## src/rtl/seq_detector_param.sv

```systemverilog
// ---------------------------------------------------------------------------
// seq_detector_param
//
// Parametrised serial pattern detector (Mealy). Each accepted bit is shifted
// into a history register. The match output y is formed combinationally from
// that history plus the current bit.
//
// Parameters
//   PAT_W    pattern length in bits (2..16)
//   PATTERN  reset/default pattern; bit PAT_W-1 is the first-received bit
//   OVERLAP  1: matches may share bits, 0: history restarts after a match
//   CNT_W    width of the saturating match counter (1..32)
//
// Ports
//   clk        rising-edge clock
//   nrst       asynchronous active-low reset
//   en         sample qualifier; x is consumed only when en=1
//   x          serial data bit
//   pat_load   load pat_in as the active pattern and clear history
//   pat_in     new pattern value (same bit order as PATTERN)
//   cnt_clr    clear match counter and saturation flag
//   y          combinational match pulse
//   y_q        y delayed by one clock
//   match_cnt  saturating number of matches
//   cnt_sat    sticky flag, set once match_cnt reaches all-ones
// ---------------------------------------------------------------------------
module seq_detector_param #(
    parameter int               PAT_W   = 4,
    parameter logic [PAT_W-1:0] PATTERN = 4'b1101,
    parameter bit               OVERLAP = 1'b1,
    parameter int               CNT_W   = 8
) (
    input  logic             clk,
    input  logic             nrst,
    input  logic             en,
    input  logic             x,
    input  logic             pat_load,
    input  logic [PAT_W-1:0] pat_in,
    input  logic             cnt_clr,
    output logic             y,
    output logic             y_q,
    output logic [CNT_W-1:0] match_cnt,
    output logic             cnt_sat
);

    // fill only needs to reach PAT_W-1, so clog2(PAT_W) bits are enough.
    localparam int                FILL_W    = $clog2(PAT_W);
    localparam logic [FILL_W-1:0] FILL_FULL = FILL_W'(PAT_W - 1);

    logic [PAT_W-1:0]  pat_r;
    logic [PAT_W-2:0]  hist;
    logic [FILL_W-1:0] fill;
    logic [PAT_W-1:0]  window;
    logic              accept;
    logic              full;
    logic [CNT_W-1:0]  cnt_inc;

    // The candidate window is the history plus the bit on the wire right now.
    // That gives zero-latency detection on the final pattern bit.
    assign window = {hist, x};
    assign accept = en & ~pat_load;
    assign full   = (fill == FILL_FULL);
    assign y      = accept & full & (window == pat_r);

    // -----------------------------------------------------------------------
    // Pattern / history / fill
    // -----------------------------------------------------------------------
    always_ff @(posedge clk or negedge nrst) begin
        if (!nrst) begin
            pat_r <= PATTERN;
            hist  <= '0;
            fill  <= '0;
        end else if (pat_load) begin
            // The bit on x in this cycle is discarded along with the history.
            pat_r <= pat_in;
            fill  <= '0;
        end else if (accept) begin
            // The low PAT_W-1 bits of the window are the shifted history.
            // This form also works for PAT_W=2, where hist is a single bit.
            hist <= window[PAT_W-2:0];
            if (y && !OVERLAP) begin
                // Non-overlapping: the bits of this match cannot be reused.
                // Restarting fill is enough, because stale hist bits are
                // ignored until fill is full again.
                fill <= '0;
            end else if (!full) begin
                fill <= fill + 1'b1;
            end
        end
    end

    // -----------------------------------------------------------------------
    // Registered match pulse
    // -----------------------------------------------------------------------
    always_ff @(posedge clk or negedge nrst) begin
        if (!nrst) begin
            y_q <= 1'b0;
        end else begin
            y_q <= y;
        end
    end

    // -----------------------------------------------------------------------
    // Saturating match counter
    // -----------------------------------------------------------------------
    assign cnt_inc = match_cnt + 1'b1;

    // cnt_sat is high exactly when match_cnt is all-ones, because only
    // cnt_clr can lower either of them. It therefore doubles as the hold
    // condition.
    always_ff @(posedge clk or negedge nrst) begin
        if (!nrst) begin
            match_cnt <= '0;
            cnt_sat   <= 1'b0;
        end else if (cnt_clr) begin
            // The clear has priority over a match in the same cycle.
            match_cnt <= '0;
            cnt_sat   <= 1'b0;
        end else if (y && !cnt_sat) begin
            match_cnt <= cnt_inc;
            if (cnt_inc == {CNT_W{1'b1}}) begin
                cnt_sat <= 1'b1;
            end
        end
    end

endmodule

```

## config.mk

```make
export PLATFORM = sky130hd
export DESIGN_NAME = seq_detector_param
export DESIGN_NICKNAME = d
export VERILOG_FILES = /design/src/rtl/seq_detector_param.sv
export SDC_FILE = /design/constraint.sdc
export NUM_CORES = 1
export LEC_CHECK = 0
export BUFFER_PORTS_ARGS = -buffer_cell sky130_fd_sc_hd__buf_2
export CORE_MARGIN = 10
export CORE_UTILIZATION = 40
export DETAILED_ROUTE_END_ITERATION = 7
export GPL_TIMING_DRIVEN = 0
export HOLD_SLACK_MARGIN = 0.08
export SLEW_MARGIN = 20
export SYNTH_ARGS = -nofsm -noshare
export SYNTH_HDL_FRONTEND = slang
export SYNTH_SLANG_ARGS = --single-unit
```

## constraint.sdc

```tcl
create_clock -name clk -period 2.4 [get_ports clk]
set_clock_uncertainty 0.05 [all_clocks]
set_input_delay 0.12 -clock clk [delete_from_list [all_inputs] [get_ports clk]]
set_output_delay 0.12 -clock clk [all_outputs]
set_load 0.005 [all_outputs]
```

==> metrics.md <==
| Metric | Value |
|---|---|
| Status | complete, no violations |
| Largest net degree at the start of global routing | 20 |
| Clock Sinks | 19 |
| Row cnt | 18 |
| RR Endpoint | match_cnt[2]$_DFFE_PN0P_ |
| Worst path arrival time | 1.80 ns |
| Max Root-Sink Buffers | 2 |
| Tot Pwr | 621 uW |
| Port Buffers | 18 |
| Sw Share | 26.9% |
| CP startpoint kind | flop |
| Slowest cell on crit path | dfstp_2 |
| Hpwl dp | 1.63 mm |
| Wire per inst | 14.2 um |
| Worst-Margin Slew | 0.424 ns |
| Via Count | 825 |
| CTS clk-pin slew, worst paths | 0.11 ns |
| Most common cell after layout, fill and taps aside | buf_2 |
| Drt via density | 5.32 |
| Hold crit path type | in2reg |
| Final Hold Viols | 0 |
| CP max stage delay | 0.55 ns |
| Die H | 70.3 um |
| Combinational power share | 16.5% |
| Sequential share of the synthesized area | 47.3% |
| CP endpoint kind | output port |
| Clk root buf | clkbuf_4 |
| Synth area leader | dfrtp_1 |
| FF-to-FF setup slack | 0.54 ns |
| CP Data Required Time | 2.23 ns |
| Die X | 70.3 um |
| Number of global-route vias before repair | 873 |
| Commonest non-fill, non-tap cells in the layout | 18 x buf_2, 16 x dfrtp_1, 11 x nand2_1, 8 x a21oi_1, 8 x dlygate4sd3_1 |
| Post-route ant nets | 0 |
| RSZ-0062 raised after global routing | no |
| Hold path cells | 4 |
| CTS Buf Count | 3 |
| Worst reg2reg path depth | 5 |
| Final Setup Violations | 0 |
| CTS H-tree lvls | 1 |
| Total Routing Usage GR | 9.49% |
| Cell leakage power | 0.000547 uW |
| Synth top area share | 39.5% |
| PostCTS Resize Cnt | 0 |
| Synth Warn # | 0 |
| Clock power frac | 26.1% |
| Routed wire length | 2.21 mm |
| Slew Limit Headroom | 71.7% |
| Worst skew pair latency | 0.30 ns |
| Synth top area cells | dfrtp_1 40%, dfstp_2 7.8%, mux2_2 5.6% |
| Antenna diode count | 0 |
| Crit path max fanout | 10 |
| TritonRoute pass-1 iters | 4 |
| Maximum vdd drop | 0.000407 V |
| Crit path setup slack, layout | 0.428 ns |
| Yosys cell types | 29 |
| Share of cells above drive strength 1 | 31.2% |
| Global-route wire length before repair | 4.02 mm |
| Initial Utilization | 41.3% |
| WP buf/inv | 2 |
| Dpl ws | 0.577 ns |
| Area Overhead vs Synth | 23.2% |
| Crit path time final | 1.97 ns |
| DR iter-0 viols | 43 |
| Critical Path, Cell by Cell | xnor2_1, nand3_1, buf_6, nor2_1, buf_2 |
| Setup TNS | 0 ns |
| Period utilization | 82.2% |
| Pwr/cell area | 497 nW/um^2 |
| Placed insts | 143 |
| # DRC | 0 |
| DIE AREA | 4950 um^2 |
| Nets | 139 |
| Part of the power in registers | 57.4% |
| Max-Cap Viols | 0 |
| RD Place Congestion | 0.784 |
| WS Path Type | reg2out |
| FF+latch count, synth | 19 |
| I/O pin cnt | 21 |
| Hold endpoint | hist[2]$_DFFE_PN0P_ |
| Initial antenna violation count | 0 |
| Pins Over Slew Limit | 0 |
| CTS tree | done |
| Internal power | 454 uW |
| CP top delay family | flip-flops |
| Mapped Area | 1010 um^2 |
| Sw power | 167 uW |
| Gr ovfl total | 0 |
| CORE AREA | 2450 um^2 |
| HP Start | en |
| Post-synthesis cell count | 95 |
| FF-to-FF Start | match_cnt[0]$_DFFE_PN0P_ |
| Post-Layout Cell Count | 155 |
| Fmax | 507 MHz |
| Synthesized net count | 108 |
| Post-CTS Setup Repair Bufs | 0 |
| Mean area per synthesized cell | 10.7 um^2 |
-- layout make-up --
cell class,instances,area (um^2)
sequential,19,479
tap,30,37.5
inverter,2,7.51
buffer,3,30.0
fill,217,1210
timing repair buffer,26,170
clock inverter,1,5.00
multi-input combinational,71,497
clock buffer,3,22.5
-- sequential cells by signal, indices dropped and copies added (netlist names) --
signal and flops:
y_q 1, cnt_sat 1, match_cnt 8, hist 3, pat_r 4, fill 2
-- cell usage after synthesis, drive strengths merged --
| library cell | instances |
|---|---|
| dfrtp | 16 |
| nand2 | 11 |
| a21oi | 8 |
| mux2 | 5 |
| xnor2 | 5 |
| nand3 | 4 |
| nand4 | 4 |
| or3 | 4 |
| or4 | 4 |
| buf | 3 |
| dfstp | 3 |
| ha | 3 |
| nor2 | 3 |
| nor2b | 3 |
| o21ai | 3 |
| o31ai | 3 |
| inv | 2 |
| nor4 | 2 |
| o21ba | 2 |
| o31a | 2 |
| mux2i | 1 |
| nand2b | 1 |
| nor3 | 1 |
| o32ai | 1 |
| or3b | 1 |
-- how the worst max path moves through the flow --
stage / slack (ns) / end / cells after the start / start
2_1_floorplan: 0.72 / cnt_sat$_DFFE_PN0P_ / 4 / pat_r[0]$_DFFE_PN1P_
3_3_place_gp: 0.60 / match_cnt[2]$_DFFE_PN0P_ / 5 / match_cnt[0]$_DFFE_PN0P_
3_5_place_dp: 0.58 / match_cnt[5]$_DFFE_PN0P_ / 4 / pat_r[3]$_DFFE_PN1P_
4_1_cts: 0.41 / y / 5 / pat_r[3]$_DFFE_PN1P_
5_1_grt: 0.30 / y / 5 / pat_r[3]$_DFFE_PN1P_
6_report: 0.43 / y / 5 / pat_r[3]$_DFFE_PN1P_
-- power groups by stage --
stage / Sequential (uW) / Combinational, uW / Clock, uW
3_5_place_dp: 362 / 94.4 / 0
2_1_floorplan: 359 / 65.9 / 0
3_3_place_gp: 361 / 90.9 / 0
5_1_grt: 361 / 115 / 183
4_1_cts: 357 / 104 / 168
6_report: 356 / 102 / 162
-- metal layers --
layer / global-route usage (%) / part of all wire, %
met1: 11.2 / 45
met2: 15.0 / 46
met3: 3.53 / 8.7
met4: 3.95 / 0.86
met5: 0 / 0
-- what timing repair did --
item	CTS	global route
hold endpoints to repair	34	0
hold buffers	8	0
setup endpoints to repair	0	0
-- metrics by stage --
stage	area, um^2	util [%]	hold slack (ns)
floorplan	1010	-	-0.226
detailed placement	1140	46.5	0.0414
global route	1250	50.9	0.134
CTS	1250	50.9	0.101
global placement	1140	46.5	0.0380
finish	1250	50.9	0.0986
-- cells by family (layout without fill, tap and decap cells) --
| logic type | Yosys count | in the layout | synth area share [%] |
|---|---|---|---|
| buffers and inverters | 5 | 35 | 3.70 |
| and+or+nand+nor | 38 | 38 | 21.5 |
| xor gates and xnor gates | 5 | 5 | 4.32 |
| AOI/OAI and AO/OA | 19 | 19 | 13.0 |
| DFF | 19 | 19 | 47.3 |
| adders and majority gates | 3 | 3 | 3.70 |
| muxes | 6 | 6 | 6.54 |
-- worst min-delay path, stage by stage --
cell	delay, ns
buf_2	0.09
nand2b_1	0.09
nand2_1	0.08
nand2_1	0.05
(Power assumes the default switching activity.)
